==> src/rtl/dbg_access_ctrl.sv <==
// rtl/dbg_access_ctrl.sv - debug access controller between the debug port and the rv32i core
//
// Accepts one command at a time (cmd_* valid/ready) and returns one response beat
// at a time (rsp_* valid/ready). Reads PC, icache, regfile or dcache, with optional
// multi-beat bursts and per-target address wrap. Writes icache and, when built with
// DBG_DCACHE_WR_EN, dcache. Every output comes from a flop.
//
// Build option:
//   DBG_DCACHE_WR_EN  defined   : op 5 (DCWR) writes cmd_wdata to the dcache
//                     undefined : op 5 returns rsp_err, dcache_bweb_o/dcache_wdata_o tied off
//
// Ports:
//   clk, rst_n                          clock, asynchronous active-low reset
//   cmd_valid/cmd_ready/cmd_op/cmd_addr/cmd_len/cmd_wdata   command channel
//   rsp_valid/rsp_ready/rsp_data/rsp_last/rsp_err           response channel
//   pc_i, icache_rdata_i, reg_rdata_i, dcache_rdata_i       read data from the core
//   icache_addr_o/ceb_o/web_o/wdata_o                       icache SRAM port (active-low strobes)
//   reg_raddr_o/reg_read_o                                  regfile port-2 read
//   dcache_addr_o/ceb_o/bweb_o/wdata_o                      dcache SRAM port (active-low strobes)
//   busy_o                                                  FSM not idle
module dbg_access_ctrl #(
  parameter int DATA_W  = 32,
  parameter int IADDR_W = 10,
  parameter int DADDR_W = 10,
  parameter int RADDR_W = 5,
  parameter int MEM_LAT = 1,
  parameter int BURST_W = 4
) (
  input  logic               clk,
  input  logic               rst_n,
  input  logic               cmd_valid,
  output logic               cmd_ready,
  input  logic [2:0]         cmd_op,
  input  logic [DATA_W-1:0]  cmd_addr,
  input  logic [BURST_W-1:0] cmd_len,
  input  logic [DATA_W-1:0]  cmd_wdata,
  output logic               rsp_valid,
  input  logic               rsp_ready,
  output logic [DATA_W-1:0]  rsp_data,
  output logic               rsp_last,
  output logic               rsp_err,
  input  logic [DATA_W-1:0]  pc_i,
  input  logic [DATA_W-1:0]  icache_rdata_i,
  input  logic [DATA_W-1:0]  reg_rdata_i,
  input  logic [DATA_W-1:0]  dcache_rdata_i,
  output logic [IADDR_W-1:0] icache_addr_o,
  output logic               icache_ceb_o,
  output logic               icache_web_o,
  output logic [DATA_W-1:0]  icache_wdata_o,
  output logic [RADDR_W-1:0] reg_raddr_o,
  output logic               reg_read_o,
  output logic [DADDR_W-1:0] dcache_addr_o,
  output logic               dcache_ceb_o,
  output logic [DATA_W-1:0]  dcache_bweb_o,
  output logic [DATA_W-1:0]  dcache_wdata_o,
  output logic               busy_o
);

  localparam logic [2:0] OP_PCRD  = 3'd0;
  localparam logic [2:0] OP_ICRD  = 3'd1;
  localparam logic [2:0] OP_ICWR  = 3'd2;
  localparam logic [2:0] OP_REGRD = 3'd3;
  localparam logic [2:0] OP_DCRD  = 3'd4;
  localparam logic [2:0] OP_DCWR  = 3'd5;

  // Beat address is kept at the widest target width; each target takes its low bits,
  // which gives the per-target modulo wrap for free.
  localparam int AMAX = (IADDR_W > DADDR_W) ? ((IADDR_W > RADDR_W) ? IADDR_W : RADDR_W)
                                            : ((DADDR_W > RADDR_W) ? DADDR_W : RADDR_W);
  localparam int WCW  = (MEM_LAT > 1) ? $clog2(MEM_LAT) : 1;

  typedef enum logic [1:0] {IDLE, ISSUE, WAIT, RESP} state_t;

  function automatic logic op_is_err(input logic [2:0] op);
`ifdef DBG_DCACHE_WR_EN
    return (op > OP_DCWR);
`else
    return (op >= OP_DCWR);
`endif
  endfunction

  // Only legal reads honour cmd_len; everything else is a single beat.
  function automatic logic op_is_burst(input logic [2:0] op);
    return (op == OP_ICRD) || (op == OP_REGRD) || (op == OP_DCRD);
  endfunction

  state_t               state_q, state_d;
  logic [2:0]           op_q, op_d;
  logic [AMAX-1:0]      addr_q, addr_d;
  logic [BURST_W-1:0]   len_q, len_d;
  logic [DATA_W-1:0]    wdata_q, wdata_d;
  logic [WCW-1:0]       wait_cnt_q, wait_cnt_d;
  logic                 cmd_ready_q, cmd_ready_d;
  logic                 rsp_valid_q, rsp_valid_d;
  logic [DATA_W-1:0]    rsp_data_q, rsp_data_d;
  logic                 rsp_last_q, rsp_last_d;
  logic                 rsp_err_q, rsp_err_d;
  logic [IADDR_W-1:0]   icache_addr_q, icache_addr_d;
  logic                 icache_ceb_q, icache_ceb_d;
  logic                 icache_web_q, icache_web_d;
  logic [DATA_W-1:0]    icache_wdata_q, icache_wdata_d;
  logic [RADDR_W-1:0]   reg_raddr_q, reg_raddr_d;
  logic                 reg_read_q, reg_read_d;
  logic [DADDR_W-1:0]   dcache_addr_q, dcache_addr_d;
  logic                 dcache_ceb_q, dcache_ceb_d;
  logic                 busy_q, busy_d;
  logic                 issue;
`ifdef DBG_DCACHE_WR_EN
  logic [DATA_W-1:0]    dcache_bweb_q, dcache_bweb_d;
  logic [DATA_W-1:0]    dcache_wdata_q, dcache_wdata_d;
`endif

  logic unused_cmd_addr;
  assign unused_cmd_addr = ^cmd_addr[DATA_W-1:AMAX];

  always_comb begin
    state_d        = state_q;
    op_d           = op_q;
    addr_d         = addr_q;
    len_d          = len_q;
    wdata_d        = wdata_q;
    wait_cnt_d     = wait_cnt_q;
    cmd_ready_d    = cmd_ready_q;
    rsp_valid_d    = rsp_valid_q;
    rsp_data_d     = rsp_data_q;
    rsp_last_d     = rsp_last_q;
    rsp_err_d      = rsp_err_q;
    icache_addr_d  = icache_addr_q;
    icache_wdata_d = icache_wdata_q;
    reg_raddr_d    = reg_raddr_q;
    dcache_addr_d  = dcache_addr_q;
    // Strobes default inactive so they are low for exactly the ISSUE cycle.
    icache_ceb_d   = 1'b1;
    icache_web_d   = 1'b1;
    dcache_ceb_d   = 1'b1;
    reg_read_d     = 1'b0;
`ifdef DBG_DCACHE_WR_EN
    dcache_bweb_d  = '1;
    dcache_wdata_d = dcache_wdata_q;
`endif
    issue          = 1'b0;

    case (state_q)
      IDLE: begin
        if (cmd_valid && cmd_ready_q) begin
          op_d        = cmd_op;
          addr_d      = cmd_addr[AMAX-1:0];
          wdata_d     = cmd_wdata;
          len_d       = (op_is_burst(cmd_op) && !op_is_err(cmd_op)) ? cmd_len : '0;
          cmd_ready_d = 1'b0;
          state_d     = ISSUE;
          issue       = 1'b1;
        end
      end
      ISSUE: begin
        if (op_q == OP_ICRD || op_q == OP_DCRD) begin
          state_d    = WAIT;
          wait_cnt_d = WCW'(MEM_LAT - 1);
        end else begin
          state_d     = RESP;
          rsp_valid_d = 1'b1;
          rsp_last_d  = (len_q == '0);
          rsp_err_d   = op_is_err(op_q);
          if (op_q == OP_PCRD)       rsp_data_d = pc_i;
          else if (op_q == OP_REGRD) rsp_data_d = reg_rdata_i;
          else                       rsp_data_d = '0;
        end
      end
      WAIT: begin
        if (wait_cnt_q == '0) begin
          state_d     = RESP;
          rsp_valid_d = 1'b1;
          rsp_last_d  = (len_q == '0);
          rsp_err_d   = 1'b0;
          rsp_data_d  = (op_q == OP_ICRD) ? icache_rdata_i : dcache_rdata_i;
        end else begin
          wait_cnt_d = wait_cnt_q - WCW'(1);
        end
      end
      RESP: begin
        if (rsp_ready) begin
          rsp_valid_d = 1'b0;
          rsp_last_d  = 1'b0;
          rsp_err_d   = 1'b0;
          rsp_data_d  = '0;
          if (len_q != '0) begin
            len_d   = len_q - BURST_W'(1);
            addr_d  = addr_q + AMAX'(1);
            state_d = ISSUE;
            issue   = 1'b1;
          end else begin
            state_d     = IDLE;
            cmd_ready_d = 1'b1;
          end
        end
      end
      default: state_d = IDLE;
    endcase

    // Strobes are launched on the edge that enters ISSUE, from the beat's op/address.
    if (issue) begin
      case (op_d)
        OP_ICRD: begin
          icache_ceb_d  = 1'b0;
          icache_addr_d = addr_d[IADDR_W-1:0];
        end
        OP_ICWR: begin
          icache_ceb_d   = 1'b0;
          icache_web_d   = 1'b0;
          icache_addr_d  = addr_d[IADDR_W-1:0];
          icache_wdata_d = wdata_d;
        end
        OP_REGRD: begin
          reg_read_d  = 1'b1;
          reg_raddr_d = addr_d[RADDR_W-1:0];
        end
        OP_DCRD: begin
          dcache_ceb_d  = 1'b0;
          dcache_addr_d = addr_d[DADDR_W-1:0];
        end
`ifdef DBG_DCACHE_WR_EN
        OP_DCWR: begin
          dcache_ceb_d   = 1'b0;
          dcache_bweb_d  = '0;
          dcache_addr_d  = addr_d[DADDR_W-1:0];
          dcache_wdata_d = wdata_d;
        end
`endif
        default: ;
      endcase
    end

    busy_d = (state_d != IDLE);
  end

  always_ff @(posedge clk or negedge rst_n) begin
    if (!rst_n) begin
      state_q        <= IDLE;
      op_q           <= '0;
      addr_q         <= '0;
      len_q          <= '0;
      wdata_q        <= '0;
      wait_cnt_q     <= '0;
      cmd_ready_q    <= 1'b1;
      rsp_valid_q    <= 1'b0;
      rsp_data_q     <= '0;
      rsp_last_q     <= 1'b0;
      rsp_err_q      <= 1'b0;
      icache_addr_q  <= '0;
      icache_ceb_q   <= 1'b1;
      icache_web_q   <= 1'b1;
      icache_wdata_q <= '0;
      reg_raddr_q    <= '0;
      reg_read_q     <= 1'b0;
      dcache_addr_q  <= '0;
      dcache_ceb_q   <= 1'b1;
      busy_q         <= 1'b0;
`ifdef DBG_DCACHE_WR_EN
      dcache_bweb_q  <= '1;
      dcache_wdata_q <= '0;
`endif
    end else begin
      state_q        <= state_d;
      op_q           <= op_d;
      addr_q         <= addr_d;
      len_q          <= len_d;
      wdata_q        <= wdata_d;
      wait_cnt_q     <= wait_cnt_d;
      cmd_ready_q    <= cmd_ready_d;
      rsp_valid_q    <= rsp_valid_d;
      rsp_data_q     <= rsp_data_d;
      rsp_last_q     <= rsp_last_d;
      rsp_err_q      <= rsp_err_d;
      icache_addr_q  <= icache_addr_d;
      icache_ceb_q   <= icache_ceb_d;
      icache_web_q   <= icache_web_d;
      icache_wdata_q <= icache_wdata_d;
      reg_raddr_q    <= reg_raddr_d;
      reg_read_q     <= reg_read_d;
      dcache_addr_q  <= dcache_addr_d;
      dcache_ceb_q   <= dcache_ceb_d;
      busy_q         <= busy_d;
`ifdef DBG_DCACHE_WR_EN
      dcache_bweb_q  <= dcache_bweb_d;
      dcache_wdata_q <= dcache_wdata_d;
`endif
    end
  end

  assign cmd_ready      = cmd_ready_q;
  assign rsp_valid      = rsp_valid_q;
  assign rsp_data       = rsp_data_q;
  assign rsp_last       = rsp_last_q;
  assign rsp_err        = rsp_err_q;
  assign icache_addr_o  = icache_addr_q;
  assign icache_ceb_o   = icache_ceb_q;
  assign icache_web_o   = icache_web_q;
  assign icache_wdata_o = icache_wdata_q;
  assign reg_raddr_o    = reg_raddr_q;
  assign reg_read_o     = reg_read_q;
  assign dcache_addr_o  = dcache_addr_q;
  assign dcache_ceb_o   = dcache_ceb_q;
  assign busy_o         = busy_q;
`ifdef DBG_DCACHE_WR_EN
  assign dcache_bweb_o  = dcache_bweb_q;
  assign dcache_wdata_o = dcache_wdata_q;
`else
  assign dcache_bweb_o  = '1;
  assign dcache_wdata_o = '0;
`endif

endmodule

==> config.mk <==
export PLATFORM = sky130hd
export DESIGN_NAME = dbg_access_ctrl
export DESIGN_NICKNAME = d
export VERILOG_FILES = /design/src/rtl/dbg_access_ctrl.sv
export SDC_FILE = /design/constraint.sdc
export NUM_CORES = 1
export LEC_CHECK = 0
export ABC_AREA = 1
export BUFFER_PORTS_ARGS = -buffer_cell sky130_fd_sc_hd__buf_4
export CAP_MARGIN = 15
export CORE_AREA = 5 5 139 141
export CTS_CLUSTER_SIZE = 8
export DETAILED_ROUTE_END_ITERATION = 8
export DIE_AREA = 0 0 144 146
export PLACE_DENSITY = 0.77
export SLEW_MARGIN = 20
export SYNTH_ARGS = -nofsm -noshare
export SYNTH_HDL_FRONTEND = slang
export SYNTH_SLANG_ARGS = --single-unit
==> constraint.sdc <==
create_clock -name clk -period 2.3 [get_ports clk]
set_clock_uncertainty 0.1 [all_clocks]
set_input_delay 0.115 -clock clk [delete_from_list [all_inputs] [get_ports clk]]
set_output_delay 0.115 -clock clk [all_outputs]
set_load 0.01 [all_outputs]
; Word level (Yosys, flattened, before mapping)
; Index checks and enable logic that the tools add are counted.
[word_totals]
regBits = 150
input_bits = 203
wordCells = 123
[op_classes]
n_addsub = 3
n_lt_le_gt_ge = 2
eq_ne = 20
muxes = 55
reduce_logical = 23
[op_table]
columns = op, n
row1 = 2-to-1 mux 32 bit, 8
row2 = case mux 32 bit (3 select lines), 1
row3 = 2-to-1 mux 10 bit, 3
row4 = 2-to-1 mux 1 bit, 25
row5 = case mux 10 bit (2 select lines), 1
row6 = 2-to-1 mux 4 bit, 4
row7 = "inequality test 2 bit, second input constant", 7
row8 = "equality test 3 x 2 -> 1 bit, second input constant", 4
row9 = AND reduction 4 bit, 3
row10 = "adder 10 x 1 -> 10 bit, second input constant", 1
row11 = AND reduction 2 bit, 5
row12 = "equality test 3 x 1 -> 1 bit, second input constant", 3
row13 = "equality test 3 bit, second input constant", 3
row14 = case mux 1 bit (3 select lines), 3
row15 = case mux 2 bit (4 select lines), 1
row16 = case mux 4 bit (2 select lines), 1
row17 = "greater-or-equal comparator 3 bit, second input constant", 2
row18 = 2-to-1 mux 2 bit, 3
row19 = 2-to-1 mux 3 bit, 2
row20 = case mux 1 bit (2 select lines), 3
row21 = nonzero test 2 bit, 3
row22 = "equality test 2 bit, second input constant", 2
row23 = zero test 4 bit, 1
row24 = nonzero test 4 bit, 1
row25 = other kinds (10), 13

; Longest topological paths before layout
; Gate-level depths: netlist of run 1.
[logic_depth]
depth_word = 7
depth_mapped = 14

; Worst setup path after synthesis of run 1
; OpenSTA, ideal clock, no wires.
[synth_path]
kind = flip-flop to flip-flop
startpoint = register state_q[1]
endpoint = register icache_addr_q[7] (netlist: icache_addr_o[7])
arrival_time_ns = 1.690
setup_slack_ns = 0.392
path_stages_with_launch = 14
path_buffers = 2
path_cell_list = dfrtp_1 -> inv_1 -> ha_1 -> inv_2 -> nor2_4 -> buf_4 -> nand2_1 -> o21ai_2 -> nand2_2 -> nand2_1 -> nor2_2 -> buf_4 -> nand3_1 -> nand2_1
[synth_between]
elab_chain_cells = 5
word_cells_on_any_way = 9
[synth_rtl]
columns = element, line
row1 = from (decl), 87  ; state_t state_q, state_d;
row2 = from (signal assigned), 263  ; state_q <= state_d;
row3 = zero test 2 bit (*), 143  ; case (state_q)
row4 = 2-to-1 mux 3 bit (*), 143
row5 = named net op_d[1], 88  ; logic [2:0] op_q, op_d;
row6 = equality test 3 x 2 -> 1 bit or equality test 3 x 1 -> 1 bit (tied branches), 202  ; case (op_d)
row7 = OR reduction 2 bit (no source line) (*), n/a
row8 = AND reduction 2 bit (no source line) (*), n/a
row9 = to (signal assigned), 274  ; icache_addr_q <= icache_addr_d;
row10 = to (decl), 98  ; logic [IADDR_W-1:0] icache_addr_q, icache_addr_d;
; The timed path passes the listed nets; every way through them passes the cells marked *.
; A chain may end at the register's enable or synchronous reset.

; Worst setup path in the final report of run 1
[layout_path]
startpoint = register state_q[0]
endpoint = register icache_addr_q[5] (netlist: icache_addr_o[5])
[layout_between]
elab_chain_cells = 5
word_cells_on_any_way = 9
[layout_rtl]
columns = element, line
row1 = zero test 2 bit, 143
row2 = 2-to-1 mux 3 bit, 143
row3 = equality test 3 x 2 -> 1 bit or equality test 3 x 1 -> 1 bit (tied branches), 202
row4 = OR reduction 2 bit (no source line), n/a
row5 = AND reduction 2 bit (no source line), n/a
; Several ways; a longest one is shown, not always the timed one.

==> qor.yml, run 1 <==
power:
  pwr-share-comb: 0.458
  power.density_nw_per_um2: 1120
  switching_share: 0.416
  p_seq_frac: 0.315
  power_leakage_nw: 6.24
  clock_power_share: 0.227
  switchingPower_mw: 5.32
  p_int_mw: 7.47
  peakVddDrop_v: 0.000750
timing:
  final.period_utilization: 0.930
  final_hold_viol_count: 0
  slew_violations: 0
  worst_slew_pin_slew_ns: 0.650
  rsz0062_at_grt: "no"
  fin_tns_setup_ns: 0
  max_freq_mhz: 468
  min_period_ns: 2.14
  setup_viol: 0
  slew-limit-headroom: 0.566
  holdWs_ns: 0.0124
worst_setup_path:
  path_buf_inv: 3
  crit_slowest_cell: "dfrtp_1"
  arrival_ns: 2.34
  path_depth: 11
  cp_max_fo: 11
  crit_path_start: "state_q[0]$_DFF_PN0_"
  crit_path_end_kind: "register"
  worstPathRequired_ns: 2.51
  r2r_cells: 11
  r2r_end: "icache_addr_o[5]$_DFFE_PN0P_"
  r2r_start: "state_q[0]$_DFF_PN0_"
  cp_common_cell: "nand2_1"
  critPathMaxStageDelay_ns: 0.43
  cp_top_family: "simple AND/OR/NAND/NOR gates"
  crit_end: "icache_addr_o[5]$_DFFE_PN0P_"
  crit_type: "register to register"
  cp_cell_sequence: "inv_1 -> ha_2 -> inv_2 -> nor2_4 -> nand2_1 -> o21ai_1 -> nand3_2 -> nor2_2 -> inv_2 -> nand2_1 -> nand2_1"
  rrSetupSlack_ns: 0.16
  worst_setup_path_start_kind: "register"
detailed_routing:
  vias: 8117
  drt-pass1-iter-count: 5
  wl_mm: 25.9
  drt-initial-drc-count: 454
  antenna_left: 0
  viasPerCell: 4.90
  wl_per_cell_um: 15.6
  post-route-drc-count: 0
synth:
  syn-instance-count: 1073
  ys.warnings.count: 0
  ys_ff_latch: 149
  ys_types: 32
  syn_area_um2: 7950
  synth_area_per_cell_um2: 7.41
  ys_seq_area_frac: 0.470
final_layout:
  final_common_cell: "nand2_1"
  syn2layout_area_growth_pct: 43.5
  finish.net_count: 1622
  final_cell_mix: "nand2_1 (428), buf_4 (302), dfrtp_1 (145)"
  drive_gt1_frac: 0.260
  utilization: 0.639
global_routing:
  grt_util_all_layers: 0.240
  grt_pass1_vias: 8232
  grt_pass1_wl_mm: 40.7
  antenna_found_initial: 1
  grt_overflow: 0
  grt_max_degree: 64
floorplanning:
  rows: 49
  start_util: 0.446
  ios: 365
  die_h_um: 146
  die_area_um2: 21000
  core_area_um2: 17800
  die_x_um: 144
cts:
  htree_levels: 4
  cts.clk_slew.worst_paths_ns: 0.06
  clockBufferDepth: 2
  numCtsBuffers: 17
  cts_tree: "yes"
  cts_root_buffer: "clkbuf_16"
  cts_sinks: 149
  insertion_delay_ns: 0.42
flow_run:
  maxCapViolCount: 0
placed_design:
  routabilityCongestion: 0.862
  numPortBuffers: 278
  hpwl_mm: 18.3
run_status:
  status: "finished, final reports clean"
worst_hold_path:
  hp-class: "input port to register"
-- metrics by stage --
stage	worst slack [ns]	power, mW	std cells	instance area [um^2]
3_3_place_gp	0.196	9.65	1555	10100
4_1_cts	0.0819	12.8	1653	11400
5_1_grt	0.0176	13.8	1655	11400
2_1_floorplan	0.392	7.51	1135	8180
6_report	0.162	12.8	1655	11400
3_5_place_dp	0.144	9.79	1555	10100
-- synth_stat cells --
cell type | count | area share
o21ai_0 | 105 | 0.066
dfrtp_1 | 145 | 0.46
conb_1 | 2 | 0.00094
nor3_1 | 3 | 0.0019
nand4_1 | 4 | 0.0031
xnor2_1 | 1 | 0.0011
a21boi_0 | 1 | 0.00094
xor2_1 | 1 | 0.0011
nand2_2 | 4 | 0.0031
ha_1 | 7 | 0.011
o21a_1 | 1 | 0.00094
a22oi_1 | 2 | 0.0019
buf_4 | 69 | 0.065
o211ai_1 | 4 | 0.0038
dfstp_2 | 4 | 0.013
buf_2 | 19 | 0.012
a211oi_1 | 1 | 0.00094
inv_1 | 67 | 0.032
nor2_4 | 2 | 0.0028
nand3_1 | 89 | 0.056
inv_2 | 8 | 0.0038
nor2_1 | 47 | 0.022
clkbuf_1 | 27 | 0.013
a21oi_1 | 5 | 0.0031
a21oi_2 | 1 | 0.0011
nand2_1 | 428 | 0.20
nand3_2 | 2 | 0.0025
o21ai_2 | 2 | 0.0022
buf_6 | 1 | 0.0014
o31ai_1 | 1 | 0.00094
nor2_2 | 6 | 0.0047
o21ai_1 | 14 | 0.0088
-- registers in the layout, indices dropped and copies added, names as in the netlist, 2 cells and up --
signal / flops
wdata_q: 32
addr_q: 10
op_q: 3
reg_raddr_o: 5
dcache_addr_o: 10
icache_addr_o: 10
rsp_data: 32
state_q: 2
icache_wdata_o: 32
len_q: 4
-- worst min path at each step --
stage,start,end,slack (ns),depth (start not counted)
CTS,icache_rdata_i[17],rsp_data[17]$_DFFE_PN0P_,0.002,5
detailed placement,rst_n,icache_wdata_o[14]$_DFFE_PN0P_,0.04,1
floorplan,rst_n,addr_q[0]$_DFF_PN0_,-0.28,0
global placement,rst_n,icache_wdata_o[19]$_DFFE_PN0P_,0.04,1
finish,icache_rdata_i[14],rsp_data[14]$_DFFE_PN0P_,0.01,5
global route,icache_rdata_i[14],rsp_data[14]$_DFFE_PN0P_,0.02,5
-- what timing repair did --
action / in CTS / in global routing
hold endpoints to repair: 159 / 0
resized for setup: 0 / 1
setup endpoints to repair: 0 / 47
buffers inserted: 0 / 1
hold buffers: 66 / 0
-- per-layer routing --
metal / wire length, um / part of all wire / global-route usage
met1: 9880 / 0.38 / 0.278
met2: 13500 / 0.52 / 0.426
met3: 1890 / 0.073 / 0.0621
met4: 618 / 0.024 / 0.0796
met5: 0 / 0 / 0
-- power by group through the flow --
stage | Clock [mW] | Sequential [mW] | Combinational [mW]
2_1_floorplan | 0 | 4.18 | 3.32
3_3_place_gp | 0 | 4.03 | 5.61
3_5_place_dp | 0 | 4.04 | 5.74
4_1_cts | 2.96 | 4.02 | 5.85
5_1_grt | 3.07 | 4.14 | 6.57
6_report | 2.90 | 4.03 | 5.86
-- kinds of logic after synthesis --
family | share of synthesized area
xor gates and xnor gates | 0.00220
buffers and inverters | 0.127
adders and majority gates | 0.0110
other | 0.000945
AOI/OAI and AO/OA | 0.0908
DFF | 0.470
and+or+nand+nor | 0.299
-- worst reg2reg max path, stage by stage, from the launching register on --
cell and delay, ns:
dfrtp_1 0.43, inv_1 0.14, ha_2 0.25, inv_2 0.06
nor2_4 0.17, nand2_1 0.07, o21ai_1 0.12, nand3_2 0.16
nor2_2 0.21, inv_2 0.15, nand2_1 0.12, nand2_1 0.07
-- area by class of cell --
class	instances	area (um^2)
inverters	75	282
diodes	1	2.50
repair buffers	374	3040
flip-flops and latches	149	3730
clock inverters	15	194
well taps	229	287
multi-input cells	795	3450
fillers	1511	6430
clock buffers	17	425
Power figures use the tool's default switching activity.
==> run 2: changes to the inputs <==
CORE_AREA = unset   (was 5 5 139 141)
CORE_ASPECT_RATIO = 1.2   (was unset)
CORE_MARGIN = 5   (was unset)
CORE_UTILIZATION = 43   (was unset)
DIE_AREA = unset   (was 0 0 144 146)
clock period = 1.9 ns   (was 2.3 ns; I/O delays follow)
==> run 2 against run 1 <==
Effect of this change: the flow now finishes with violations (setup timing); non-clock buffer count grew 55; sequential power grew 22%; wire length grew 8.8%; global-route usage grew 1.2 points; via count up 5.7%; die area rose by 1.4%; utilization is 3.3 points higher; critical path type unchanged; highest routed layer unchanged.
==> qor.yml, run 2 (same netlist as run 1, synthesis figures left out) <==
timing:
  holdWs_ns: 0.00779  # -0.00463 ns
  worst_slew_pin_slew_ns: 0.660  # +0.0108 ns
  setup_viol: 4  # +4
  slew-limit-headroom: 0.555  # -0.0106
  max_freq_mhz: 520  # +11%
  rsz0062_at_grt: "yes"
  slew_violations: 0  # unchanged
  final_hold_viol_count: 0  # unchanged
  fin_ws_ns: -0.0243  # -0.186 ns
  final.period_utilization: 1.01  # +0.0832
  min_period_ns: 1.92  # -0.214 ns
power:
  pwr-share-comb: 0.495  # +0.037
  power_leakage_nw: 6.61  # +5.9%
  switching_share: 0.419  # +0.00318
  p_seq_frac: 0.291  # -0.024
  power.density_nw_per_um2: 1390  # +24%
  p_int_mw: 9.84  # +32%
  peakVddDrop_v: 0.000884  # +18%
  clock_power_share: 0.214  # -0.013
  switchingPower_mw: 7.10  # +33%
floorplanning:
  start_util: 0.437  # -0.00819
  rows: 54  # +10%
  ios: 365  # unchanged
  die_h_um: 159  # +8.9%
  core_area_um2: 18200  # +1.9%
  die_area_um2: 21300  # +1.4%
  die_x_um: 134  # -6.9%
detailed_routing:
  vias: 8579  # +5.7%
  antenna_left: 0  # unchanged
  wl_mm: 28.1  # +8.8%
  viasPerCell: 5.03  # +2.6%
  wl_per_cell_um: 16.5  # +5.6%
  drt-pass1-iter-count: 5  # unchanged
  post-route-drc-count: 0  # unchanged
  drt-initial-drc-count: 796  # +75%
placed_design:
  numPortBuffers: 278  # unchanged
  dpl.cell_count: 1578  # +1.5%
  hpwl_mm: 19.0  # +3.8%
  routabilityCongestion: 0.895  # +3.9%
worst_setup_path:
  rrSetupSlack_ns: -0.02  # -0.19 ns
  r2r_end: "dcache_addr_o[9]$_DFFE_PN0P_"
  cp_max_fo: 6  # -5
  r2r_cells: 12  # +1
  arrival_ns: 2.19  # -0.15 ns
  crit_path_end_kind: "register"
  worst_setup_path_start_kind: "register"
  crit_type: "register to register"
  r2r_start: "state_q[1]$_DFF_PN0_"
  worstPathRequired_ns: 2.16  # -0.35 ns
cts:
  insertion_delay_ns: 0.43  # about the same
  cts_sinks: 149  # unchanged
  htree_levels: 4  # unchanged
  cts_root_buffer: "clkbuf_16"
  clockBufferDepth: 2  # unchanged
  cts_tree: "yes"
  numCtsBuffers: 17  # unchanged
  cts.clk_slew.worst_paths_ns: 0.07  # about the same
global_routing:
  grt_max_degree: 52  # -19%
  antenna_found_initial: 1  # unchanged
  grt_overflow: 0  # unchanged
  grt_util_all_layers: 0.252  # +0.0121
  grt_pass1_wl_mm: 43.2  # +6.2%
  grt_pass1_vias: 8514  # +3.4%
final_layout:
  final_cell_mix: "nand2_1 (420), buf_4 (321), dfrtp_1 (145)"
  drive_gt1_frac: 0.290  # +0.0295
  utilization: 0.672  # +0.0330
  fill_cells: 1431  # -5.3%
  finish.net_count: 1677  # +3.4%
  syn2layout_area_growth_pct: 53.8
  fin_cells: 1705  # +3.0%
  final_common_cell: "nand2_1"
run_status:
  status: "finished with violations"
  violations: "setup timing"
worst_hold_path:
  hp-class: "input port to register"
  hold_end: "rsp_data[15]$_DFFE_PN0P_"
  hp-start: "dcache_rdata_i[15]"
  hold_depth: 5  # unchanged
flow_run:
  maxCapViolCount: 0  # unchanged
-- run 2: cell types whose count changed in the layout (fill, tap and decap cells not counted), moves of 4 or more --
cell	previous run	this run
buf_12	5	14
buf_4	302	321
buf_6	1	7
dlygate4sd3_1	66	86
ha_1	6	2
nand2_1	428	420
nand2_2	4	8
nand3_1	89	84
nand3_2	2	6
nor2_2	7	2
nor2_4	2	8
-- run 2: worst max path at each step --
stage	slack, ns	depth (start not counted)	to	from
final	-0.02	12	dcache_addr_o[9]$_DFFE_PN0P_	state_q[1]$_DFF_PN0_
after global routing	-0.08	12	dcache_addr_o[9]$_DFFE_PN0P_	state_q[1]$_DFF_PN0_
after detailed placement	-0.08	12	icache_addr_o[7]$_DFFE_PN0P_	state_q[0]$_DFF_PN0_
after CTS	0.006	11	icache_wdata_o[28]$_DFFE_PN0P_	len_q[0]$_DFFE_PN0P_
after floorplan	-0.008	13	icache_addr_o[7]$_DFFE_PN0P_	state_q[1]$_DFF_PN0_
after global placement	-0.07	9	icache_wdata_o[29]$_DFFE_PN0P_	cmd_ready$_DFFE_PN1P_
-- run 2: final cells by class --
| cell class | instances | area (um^2) | share of cell area |
|---|---|---|---|
| clock inverter | 15 | 220 | 0.0180 |
| timing repair buffer | 429 | 3650 | 0.299 |
| tap | 224 | 280 | 0.0229 |
| inverter | 75 | 293 | 0.0240 |
| multi-input combinational | 795 | 3610 | 0.296 |
| clock buffer | 17 | 425 | 0.0348 |
| sequential | 149 | 3730 | 0.305 |
| antenna | 1 | 2.50 | 0.000205 |
-- run 2: what timing repair did --
| item | in CTS | in global routing |
|---|---|---|
| cloned | 0 | 1 |
| pin swaps | 1 | 11 |
| setup endpoints to repair | 56 | 98 |
| endpoints found under the hold margin | 257 | 0 |
| hold buffers | 86 | 0 |
| buffers inserted | 3 | 4 |
| resized for setup | 10 | 45 |
-- run 2: metrics by stage --
| stage | setup TNS (ns) | area (um^2) | worst slack, ns | total power, mW |
|---|---|---|---|---|
| 6_report | -0.0378 | 12200 | -0.0243 | 16.9 |
| 3_5_place_dp | -2.59 | 10400 | -0.0802 | 12.5 |
| 4_1_cts | 0 | 12000 | 0.00578 | 16.5 |
| 3_3_place_gp | -1.43 | 10400 | -0.0685 | 12.3 |
| 2_1_floorplan | -0.0147 | 8180 | -0.00761 | 9.09 |
| 5_1_grt | -1.42 | 12200 | -0.0804 | 18.0 |
-- run 2: critical path, stage by stage (launching register included) --
cell and delay (ns):
dfrtp_1 0.41, inv_2 0.10, ha_4 0.16, inv_2 0.04
nor2_4 0.13, buf_6 0.15, o21ai_4 0.06, nor2_1 0.13
nand2_1 0.12, nor2_4 0.16, buf_4 0.17, nand3_1 0.08
nand2_1 0.06
-- run 2: metal layers --
metal / track usage / routed length, um / vias to the layer above / part of all wire
li1: - / - / 4042 / -
met1: 0.293 / 10600 / 4036 / 0.38
met2: 0.439 / 14500 / 423 / 0.51
met3: 0.0550 / 2010 / 78 / 0.071
met4: 0.122 / 1030 / 0 / 0.037
met5: 0 / 0 / - / 0
-- run 2: power groups by stage --
stage,sequential (mW),combinational (mW),clock [mW]
after floorplan,5.07,4.02,0
after global placement,4.90,7.39,0
after detailed placement,4.92,7.54,0
after CTS,4.89,7.89,3.67
after global routing,5.02,9.15,3.83
final,4.93,8.39,3.62
